<file path="src/rtl/im_fold_sequencer.sv">
// rtl/im_fold_sequencer.sv - streams NUM_FOLDS item-memory fold words per request through a 2-entry output FIFO
// Optional write port enabled by defining IM_WRITE_EN.
module im_fold_sequencer #(
    parameter int FOLD_WIDTH      = 500,
    parameter int SRAM_ADDR_WIDTH = 7,
    parameter int NUM_FOLDS       = 20,
    localparam int IDX_W          = (NUM_FOLDS > 1) ? $clog2(NUM_FOLDS) : 1
) (
    input  logic                       clk,
    input  logic                       rst,
    input  logic                       req_valid,
    output logic                       req_ready,
    input  logic [SRAM_ADDR_WIDTH-1:0] req_base_addr,
    output logic [SRAM_ADDR_WIDTH-1:0] im_addr,
    output logic                       we,
    input  logic [FOLD_WIDTH-1:0]      im_dout,
    output logic                       out_valid,
    input  logic                       out_ready,
    output logic [FOLD_WIDTH-1:0]      out_data,
    output logic [IDX_W-1:0]           out_fold_idx,
    output logic                       out_last,
    output logic                       busy
`ifdef IM_WRITE_EN
    ,
    input  logic                       wr_valid,
    output logic                       wr_ready,
    input  logic [SRAM_ADDR_WIDTH-1:0] wr_addr,
    input  logic [FOLD_WIDTH-1:0]      wr_data,
    output logic [FOLD_WIDTH-1:0]      im_din
`endif
);

    typedef enum logic [1:0] {IDLE, READ, DRAIN, WRITE} state_t;

    localparam logic [IDX_W-1:0] LAST_IDX = IDX_W'(NUM_FOLDS - 1);

    state_t                     state_q, state_d;
    logic [SRAM_ADDR_WIDTH-1:0] base_q, base_d;
    logic [IDX_W-1:0]           fold_cnt_q, fold_cnt_d;
    logic [SRAM_ADDR_WIDTH-1:0] im_addr_q, im_addr_d;
    logic                       we_q, we_d;
    logic                       inflight_q, inflight_d;
    logic [IDX_W-1:0]           tag_idx_q, tag_idx_d;
    logic [FOLD_WIDTH-1:0]      f_data_q [2];
    logic [FOLD_WIDTH-1:0]      f_data_d [2];
    logic [IDX_W-1:0]           f_idx_q [2];
    logic [IDX_W-1:0]           f_idx_d [2];
    logic                       f_last_q [2];
    logic                       f_last_d [2];
    logic                       wr_ptr_q, wr_ptr_d;
    logic                       rd_ptr_q, rd_ptr_d;
    logic [1:0]                 count_q, count_d;
    logic                       push, pop, issue;
    logic [2:0]                 occ;
`ifdef IM_WRITE_EN
    logic [FOLD_WIDTH-1:0]      im_din_q, im_din_d;
`endif

    assign out_valid    = (count_q != 2'd0);
    assign out_data     = out_valid ? f_data_q[rd_ptr_q] : '0;
    assign out_fold_idx = out_valid ? f_idx_q[rd_ptr_q] : '0;
    assign out_last     = out_valid & f_last_q[rd_ptr_q];
    assign req_ready    = (state_q == IDLE);
    assign busy         = (state_q != IDLE);
    assign im_addr      = im_addr_q;
    assign we           = we_q;
`ifdef IM_WRITE_EN
    assign wr_ready     = (state_q == IDLE);
    assign im_din       = im_din_q;
`endif

    always_comb begin
        state_d    = state_q;
        base_d     = base_q;
        fold_cnt_d = fold_cnt_q;
        im_addr_d  = im_addr_q;
        we_d       = 1'b0;
        inflight_d = 1'b0;
        tag_idx_d  = tag_idx_q;
        f_data_d   = f_data_q;
        f_idx_d    = f_idx_q;
        f_last_d   = f_last_q;
        wr_ptr_d   = wr_ptr_q;
        rd_ptr_d   = rd_ptr_q;
`ifdef IM_WRITE_EN
        im_din_d   = im_din_q;
`endif
        pop   = out_valid & out_ready;
        push  = inflight_q;
        // Slots already spoken for after this edge; keeps the FIFO from overflowing.
        occ   = 3'(count_q) + 3'(inflight_q) - 3'(pop);
        issue = (state_q == READ) && (occ < 3'd2);

        if (push) begin
            f_data_d[wr_ptr_q] = im_dout;
            f_idx_d[wr_ptr_q]  = tag_idx_q;
            f_last_d[wr_ptr_q] = (tag_idx_q == LAST_IDX);
            wr_ptr_d           = ~wr_ptr_q;
        end
        if (pop) begin
            rd_ptr_d = ~rd_ptr_q;
        end
        count_d = count_q + 2'(push) - 2'(pop);

        case (state_q)
            IDLE: begin
`ifdef IM_WRITE_EN
                if (wr_valid) begin
                    im_addr_d = wr_addr;
                    im_din_d  = wr_data;
                    we_d      = 1'b1;
                    state_d   = WRITE;
                end else
`endif
                if (req_valid) begin
                    base_d     = req_base_addr;
                    fold_cnt_d = '0;
                    state_d    = READ;
                end
            end
            READ: begin
                if (issue) begin
                    im_addr_d  = base_q + SRAM_ADDR_WIDTH'(fold_cnt_q);
                    inflight_d = 1'b1;
                    tag_idx_d  = fold_cnt_q;
                    fold_cnt_d = fold_cnt_q + IDX_W'(1);
                    if (fold_cnt_q == LAST_IDX) begin
                        state_d = DRAIN;
                    end
                end
            end
            DRAIN: begin
                if ((count_d == 2'd0) && !inflight_d) begin
                    state_d = IDLE;
                end
            end
            WRITE: state_d = IDLE;
            default: state_d = IDLE;
        endcase
    end

    always_ff @(posedge clk) begin
        if (rst) begin
            state_q    <= IDLE;
            base_q     <= '0;
            fold_cnt_q <= '0;
            im_addr_q  <= '0;
            we_q       <= 1'b0;
            inflight_q <= 1'b0;
            tag_idx_q  <= '0;
            wr_ptr_q   <= 1'b0;
            rd_ptr_q   <= 1'b0;
            count_q    <= 2'd0;
`ifdef IM_WRITE_EN
            im_din_q   <= '0;
`endif
        end else begin
            state_q    <= state_d;
            base_q     <= base_d;
            fold_cnt_q <= fold_cnt_d;
            im_addr_q  <= im_addr_d;
            we_q       <= we_d;
            inflight_q <= inflight_d;
            tag_idx_q  <= tag_idx_d;
            wr_ptr_q   <= wr_ptr_d;
            rd_ptr_q   <= rd_ptr_d;
            count_q    <= count_d;
`ifdef IM_WRITE_EN
            im_din_q   <= im_din_d;
`endif
        end
    end

    // Entry storage needs no reset: out_* are masked while the FIFO is empty.
    always_ff @(posedge clk) begin
        f_data_q <= f_data_d;
        f_idx_q  <= f_idx_d;
        f_last_q <= f_last_d;
    end

endmodule

</file>
<file path="config.mk">
export PLATFORM = sky130hd
export DESIGN_NAME = im_fold_sequencer
export DESIGN_NICKNAME = d
export VERILOG_FILES = /design/src/rtl/im_fold_sequencer.sv
export SDC_FILE = /design/constraint.sdc
export NUM_CORES = 1
export LEC_CHECK = 0
export ABC_AREA = 1
export ABC_CLOCK_PERIOD_IN_PS = 67500
export BUFFER_PORTS_ARGS = -buffer_cell sky130_fd_sc_hd__buf_2
export CAP_MARGIN = 10
export CELL_PAD_IN_SITES_DETAIL_PLACEMENT = 1
export CELL_PAD_IN_SITES_GLOBAL_PLACEMENT = 2
export CORE_AREA = 2 2 398 400
export DETAILED_ROUTE_END_ITERATION = 12
export DIE_AREA = 0 0 400 402
export PLACE_DENSITY = 0.58
export REMOVE_ABC_BUFFERS = 1
export SYNTH_ARGS = -nofsm -noshare
export SYNTH_HDL_FRONTEND = slang
export SYNTH_SLANG_ARGS = --single-unit
</file>
<file path="constraint.sdc">
create_clock -name clk -period 67.5 [get_ports clk]
set_input_delay 0 -clock clk [delete_from_list [all_inputs] [get_ports clk]]
set_output_delay 0 -clock clk [all_outputs]
set_load 0.01 [all_outputs]
</file>
Yosys cells after proc, flatten, opt, wreduce, memory -nomap -nowiden. Cells that the tools add are included.

Reduce and logical (&&, ||, !) cells: 12. Eq/ne operators: 9. Add/sub/neg operators: 6. Bitwise logic cells: 7. Order comparisons: 4. Multiplexer cells: 29.

Operator list (count): 2-to-1 mux 500 bit (5); bitwise mux 1000 bit (1); demux 500 bit (select 1 bit) (1); 2-to-1 mux 5 bit (7); bitwise mux 10 bit (1); == test 5 bit (second input constant) (2); one-hot mux 5 bit (2 select lines) (1); 2-to-1 mux 2 bit (4); one-hot mux 2 bit (4 select lines) (1); adder 7 x 5 -> 7 bit (1); inequality test 2 bit (second input constant) (3); nonzero test 2 bit (3); adder 5 x 1 -> 5 bit (second input constant) (1); demux 5 bit (select 1 bit) (1); 2-to-1 mux 1 bit (5); == test 2 bit (second input constant) (2); greater-or-equal comparator 2 bit (second input constant) (2); logical NOT 2 bit (2); inverter 1 -> 2 bit (2); AND reduction 2 bit (2); AND reduction 4 bit (1); adder 2 x 1 -> 3 bit (1); less-than comparator 3 x 2 -> 1 bit (second input constant) (1); inverter 1 bit (3); 12 further kinds (14).

Register bits after elaboration: 1043. Bits of input ports: 511.

Logic depth before layout (Yosys ltp). Gate-level depths: netlist of the first run.

Depth after elaboration: 7. Depth in mapped cells: 17. Depth with buffers taken out: 16.

Worst setup path after synthesis of the first run. OpenSTA, ideal clock, no wires.

Path kind: reg2reg. From: reg inflight_q. To: reg f_data_q[500] in the netlist's numbering, enable pin. Arrival time: 21.543 ns. Slack: 44.557 ns. Path buffers: 0. Cell stages (with the launch flop): 3. Clock period less this slack: 22.943 ns. Cells stage by stage: dfxtp_1 > inv_1 > nor2_1.

RTL lines: from (decl) (line 42) `logic inflight_q, inflight_d;`; from (signal assigned) (line 163) `inflight_q <= inflight_d;`; to (signal assigned) (line 176) `f_data_q <= f_data_d;`; to (decl) (line 44) `logic [FOLD_WIDTH-1:0] f_data_q [2];`.

No word-level cell between the ends.

Worst setup path in the final report of the first run.
From: reg count_q[1]. To: out out_data[403].

Longest elaborated chain between the ends: 2.

Ends and longest elaborated chain: from (decl) (line 52) `logic [1:0] count_q, count_d;`; from (signal assigned) (line 167) `count_q <= count_d;`; nonzero test 2 bit (line 59) `assign out_valid = (count_q != 2'd0);`; 2-to-1 mux 500 bit (line 60) `assign out_data = out_valid ? f_data_q[rd_ptr_q] : '0;`; to (decl) (line 19) `output logic [FOLD_WIDTH-1:0] out_data,`.

No other way between the ends.

==> flow_metrics.tcl, run 1 <==
set metrics [dict create \
    max_freq_mhz 209.7 \
    cp.buffers_inverters 5 \
    synth_area_sq_um 39060 \
    design.core.area_sq_um 157100 \
    arrival_ns 4.77 \
    maxSlewHeadroom_pct 14.63 \
    cts_tree "done" \
    routabilityCongestion 0.8004 \
    powerDensity_nw_per_um2 36.78 \
    htreeDepth 3 \
    post_synth.cell_area_avg_sq_um 13.42 \
    min_period_ns 4.768 \
    rows 146 \
    drive_gt1_share_pct 24.73 \
    die_width_um 400 \
    grt_util_all_layers_pct 17.28 \
    firstDrtPassIters 5 \
    grt_max_degree 161 \
    p_leak_nw 23.53 \
    cts_resized 0 \
    cp_top_family "buffers and inverters" \
    asyncSetResetFlopFracSynth_pct 0 \
    holdCritPathClass "in2reg" \
    crit_top_cell "buf_4" \
    finalHoldViolations 0 \
    critical_path_class "reg2out" \
    fin_crit_sh_pct 7.064 \
    rsz0062_at_grt "no" \
    grt_pass1_wl_mm 208.0 \
    synth_most_common_cell "nand2_1" \
    clk_latency_ns 0.74 \
    outcome "completed" \
    path_cells "nor2_4 > buf_4 > buf_4 > buf_4 > buf_4 > a21oi_1 > buf_2" \
    final_cells 7052 \
    synth_top_area_share_pct 77.80 \
    drtAntennaViolNets 0 \
    wire_per_inst_um 20.37 \
    start_util_pct 24.86 \
    crit_fanout 72 \
    root_buffer "clkbuf_16" \
    synth_cell_types 29 \
    antenna_found_initial 29 \
    vias 30352 \
    synthFlopType "edfxtp_1" \
    setup.worst_path.end_class "output pin" \
    drc_errors 0 \
    yosys-top-cells-count "nand2_1, edfxtp_1, a21oi_1, buf_2, clkbuf_1" \
    wl_mm 143.7 \
    drv_cap 0 \
    ys_seq_area_share_pct 79.39 \
    viasPerCell 4.304 \
    syn_to_final_growth_pct 52.62 \
    vdd_ir_drop_max_v 0.00004971 \
    portBuffers 1026 \
    finalNetCount 5385 \
    dieArea_sq_um 160800 \
    synth-seq-cells 1043 \
    ys_warn_count 0 \
    cp.required_ns 67.50 \
    synthTopCellsByArea "edfxtp_1, nand2_1, a21oi_1, dfxtp_1, buf_2" \
    synth_cells 2910 \
    cp-start-kind "flip-flop" \
    worst_path_max_delay_cell "buf_4" \
    synth_top_cell_by_area "edfxtp_1" \
    die_h_um 402 \
    clock_sinks 1043 \
    hpwl_mm 91.72 \
    placed_cells 5860 \
    cts_made_buffers 118 \
    setup_viol 0 \
    skew_ns 0.03046 \
    fillers 17085 \
    tightest_slew_ns 1.280 \
    totalNegativeSetupSlack_ns 0 \
    slowest_delay_ns 0.83 \
    grt_pass1_vias 32492 \
    grt_overflow 0 \
    drtIter0Drc 1285 \
    slew_violations 0 \
    synth_edf_count 1012 \
    io_pins 1028 \
    cts_buffer_depth 3 \
    path_clk_slew_ns 0.06 \
]
## power breakdown
part / total (mW) / internal [mW] / switching, mW / leakage (nW)
sequential: 0.822 / 0.799 / 0.0231 / 9.42
combinational: 0.746 / 0.228 / 0.518 / 12.3
clock: 0.624 / 0.358 / 0.266 / 1.82
total: 2.19 / 1.38 / 0.808 / 23.5
## layout make-up
type,instances,area (sq um),share of cell area (%)
sequential,1043,31010,52.02
timing repair buffer,2010,14980,25.12
multi-input combinational,1658,7098,11.91
clock buffer,150,3094,5.190
tap,2072,2592,4.349
clock inverter,68,654.4,1.098
inverter,33,138.9,0.2330
antenna,18,45.04,0.07556
## timing repair
| action | 4_1_cts | 5_1_grt |
|---|---|---|
| setup endpoints to repair | 0 | 0 |
| hold endpoints to repair | 1020 | 0 |
| hold buffers | 956 | 0 |
| setup buffers | 0 | 0 |
## worst paths after layout
| kind | slack [ns] | startpoint | cells after the start | to |
|---|---|---|---|---|
| setup reg to reg | 63.07 | wr_ptr_q$_SDFFE_PP0P_ | 5 | f_data_q[305]$_DFFE_PP_ |
| setup / recovery | 62.73 | count_q[1]$_SDFF_PP0_ | 7 | out_data[403] |
| hold reg to reg | 0.48 | im_addr[2]$_SDFFE_PP0P_ | 2 | im_addr[2]$_SDFFE_PP0P_ |
| hold / removal | 0.07 | im_dout[341] | 2 | f_data_q[341]$_DFFE_PP_ |
## metrics by stage
stage | hold WS [ns] | instance area, sq um | power (mW) | util, % | setup slack (ns)
5_1_grt | 0.02677 | 59600 | 2.317 | 37.94 | 62.37
6_report | 0.06862 | 59610 | 2.193 | 37.95 | 62.73
2_1_floorplan | 0.06907 | 38220 | 1.384 | - | 44.56
4_1_cts | 0.001026 | 59570 | 2.234 | 37.92 | 62.57
3_5_place_dp | 0.1914 | 46250 | 1.553 | 29.44 | 63.00
3_3_place_gp | 0.1874 | 46250 | 1.550 | 29.44 | 62.96
## cells in the final DEF, fill, tap and decap left out, drive strengths merged
master,synthesis,routed
buf,137,1054
nand2,1040,1040
edfxtp,1012,1012
dlygate4sd3,0,956
a21oi,525,525
clkbuf,39,150
clkinv,0,54
nor2,37,37
inv,33,37
dfxtp,31,31
o21ai,24,24
diode,0,18
nand3,10,10
bufinv,0,9
ha,8,8
nand4,3,3
xor2,2,2
fa,2,2
or2,2,2
nor4b,1,1
xnor2,1,1
o221ai,1,1
nor3,1,1
conb,1,1
clkinvlp,0,1
## layer usage
layer / track usage [%] / wire (um)
met2: 29.53 / 70630
met5: 0 / 104
met3: 5.349 / 10890
met1: 19.97 / 56470
met4: 7.096 / 5591
## cells by family after synthesis
family	after synthesis	synth area share, %
fa+ha+maj	10	0.3588
xor+xnor	3	0.06728
compound gates	550	7.066
buf+inv	209	2.476
simple gates	1094	10.63
flops	1043	79.39
other cells	1	0.009601
## registers in the layout (all words and copies together) (netlist names), 2 cells and up
signal / cells
f_last_q: 2
f_idx_q: 10
fold_cnt_q: 5
state_q: 2
base_q: 7
im_addr: 7
tag_idx_q: 5
count_q: 2
f_data_q: 1000
No activity file was read; power rests on OpenSTA's default activity.
==> inputs of run 2 (changes only) <==
ABC_AREA = 0   (was 1)
ABC_CLOCK_PERIOD_IN_PS = 4400   (was 67500)
CORE_AREA = 2 2 405 407   (was 2 2 398 400)
DIE_AREA = 0 0 407 409   (was 0 0 400 402)
PLACE_DENSITY = 0.54   (was 0.58)
clock period = 4.4 ns   (was 67.5 ns; I/O delays follow)
==> run 2 against run 1 <==
Critical path depth shrank 1. Largest cell class unchanged. First-iteration DRC count shrank 5.6%. Clock power grew to 15 times the previous value.
==> flow_metrics.tcl, run 2 <==
set metrics [dict create \
    die_h_um 409 \
    crit_fanout 167 \
    synth_top_area_share_pct 77.08 \
    antenna_found_initial 24 \
    final_cell_mix "buf_2, edfxtp_1, dlygate4sd3_1, nor2_1, mux2i_1" \
    portBuffers 1026 \
    io_pins 1028 \
    path_cells "nor2_4 > buf_12 > buf_12 > buf_4 > nor2_1 > buf_2" \
    reg_top3 "f_data_q x1000, f_idx_q x10" \
    worst_path_max_delay_cell "buf_4" \
    hold_slack_ns 0.06950 \
    skew_ns 0.02260 \
    cts_tree "done" \
    setup.worst_path.end_class "output pin" \
    p_int_mw 21.17 \
    drtAntennaViolNets 0 \
    rows 148 \
    wire_per_inst_um 19.98 \
    start_util_pct 24.33 \
    synth_area_sq_um 39420 \
    wl_mm 133.3 \
    maxSlewHeadroom_pct 21.52 \
    synthFlopType "edfxtp_1" \
    synth_cell_types 31 \
    ys_seq_area_share_pct 78.66 \
    totalNegativeSetupSlack_ns 0 \
    firstDrtPassIters 4 \
    cp-start-kind "flip-flop" \
    grt_util_all_layers_pct 15.65 \
    root_buffer "clkbuf_16" \
    yosys-top-cells-count "edfxtp_1, nor2_1, mux2i_1, buf_2, nand2_1" \
    grt_pass1_wl_mm 193.4 \
    vias 27444 \
    clock_sinks 1043 \
    powerDensity_nw_per_um2 530.2 \
    design.core.area_sq_um 162000 \
    cts_buffer_depth 3 \
    post_synth.cell_area_avg_sq_um 17.04 \
    finalHoldViolations 0 \
    p_leak_nw 22.77 \
    layout_commonest_cell "buf_2" \
    setup_viol 0 \
    ys_warn_count 0 \
    outcome "completed" \
    drv_cap 0 \
    drtIter0Drc 1213 \
    max_freq_mhz 270.0 \
    synth_cells 2313 \
    cp.required_ns 4.40 \
    p_sw_mw 11.11 \
    tightest_slew_ns 1.177 \
    fillers 17098 \
    slew_violations 0 \
    syn_to_final_growth_pct 54.45 \
    min_period_ns 3.703 \
    final_util_pct 37.58 \
    largest_reg_flops 1000 \
    cts_made_buffers 120 \
    grt_max_degree 168 \
    grt_overflow 0 \
    swShare_pct 34.42 \
    grt_pass1_vias 29984 \
    drc_errors 0 \
    path_clk_slew_ns 0.06 \
    synth-seq-cells 1043 \
    clk_latency_ns 0.73 \
    die_width_um 407 \
    synth_most_common_cell "edfxtp_1" \
    viasPerCell 4.113 \
    drive_gt1_share_pct 27.77 \
    finalNetCount 4911 \
    largest-register "f_data_q" \
    synthTopCellsByArea "edfxtp_1, mux2i_1, nor2_1, dfxtp_1, buf_2" \
    power_mw 32.28 \
    critical_path_class "reg2out" \
    vdd_ir_drop_max_v 0.0006638 \
    dieArea_sq_um 166500 \
    seq_power_share_pct 37.5 \
    routabilityCongestion 0.7745 \
    holdCritPathClass "in2reg" \
    p_clk_share_pct 28.9 \
    synth_edf_count 1012 \
    cp.buffers_inverters 4 \
    arrival_ns 3.70 \
    cp_top_family "buffers and inverters" \
    synth_top_cell_by_area "edfxtp_1" \
    crit_top_cell "buf_12" \
    rsz0062_at_grt "no" \
    fin_crit_sh_pct 84.17 \
    slowest_delay_ns 0.72 \
    htreeDepth 3 \
    power_frac_comb_pct 33.6 \
    asyncSetResetFlopFracSynth_pct 0 \
    hpwl_mm 90.33 \
]
==> run 2: cell families (layout without fill, tap and decap cells) <==
family | after synthesis | count (layout) | synth area share, %
DFF | 1043 | 1043 | 78.66
muxes | 506 | 506 | 12.85
other | 1 | 19 | 0.009512
AOI/OAI and AO/OA | 35 | 35 | 0.5173
buffers and inverters | 130 | 2297 | 1.742
adders and majority gates | 10 | 10 | 0.3555
and+or+nand+nor | 578 | 578 | 5.649
xor gates and xnor gates | 10 | 10 | 0.2221
==> run 2: repair_timing <==
| item | in CTS | in global routing |
|---|---|---|
| endpoints found under the hold margin | 1031 | 0 |
| buffers inserted | 0 | 0 |
| hold buffers | 996 | 0 |
| gates resized for setup | 0 | 0 |
==> run 2: final timing paths <==
| path | from | endpoint | slack [ns] | cells after the start |
|---|---|---|---|---|
| setup reg to reg | count_q[1]$_SDFF_PP0_ | state_q[1]$_SDFFE_PP0P_ | 0.94 | 11 |
| setup / recovery | count_q[1]$_SDFF_PP0_ | out_data[129] | 0.70 | 6 |
| hold / removal | im_dout[484] | f_data_q[484]$_DFFE_PP_ | 0.07 | 2 |
| hold reg to reg | im_addr[3]$_SDFFE_PP0P_ | im_addr[3]$_SDFFE_PP0P_ | 0.47 | 2 |
==> run 2: metrics by stage <==
stage	instance area, sq um	instances	setup WS, ns
2_1_floorplan	38770	2193	-19.64
3_3_place_gp	47250	5447	1.448
3_5_place_dp	47250	5447	1.312
4_1_cts	60850	6655	0.4332
5_1_grt	60880	6668	0.3639
6_report	60890	6673	0.6965
==> run 2: layout make-up <==
type                    instances  area [sq um]  share of cell area, %
flip-flops and latches       1043         31010                  50.93
clock buffers                 147          3126                  5.133
clock inverters                65         501.7                 0.8240
repair buffers               2075         15700                  25.79
inverters                      10         37.54                0.06164
multi-input cells            1140          7745                  12.72
diodes                         18         45.04                0.07397
well taps                    2175          2721                  4.469
==> run 2: metal layers <==
layer	up-vias	track usage [%]	part of all wire [%]	routed length, um
li1	12734	-	-	-
met1	13669	17.68	38	51260
met2	803	27.39	50	67260
met3	224	5.035	7.9	10500
met4	14	5.632	3.2	4226
met5	-	0	0.069	92
==> run 2: power groups by stage <==
stage	clock (mW)	sequential, mW	combinational [mW]
after floorplan	0	12.4	2.81
after global placement	0	12.3	10.3
after global routing	10.0	12.2	11.8
after CTS	9.67	12.1	11.1
final	9.34	12.1	10.8
after detailed placement	0	12.3	10.3
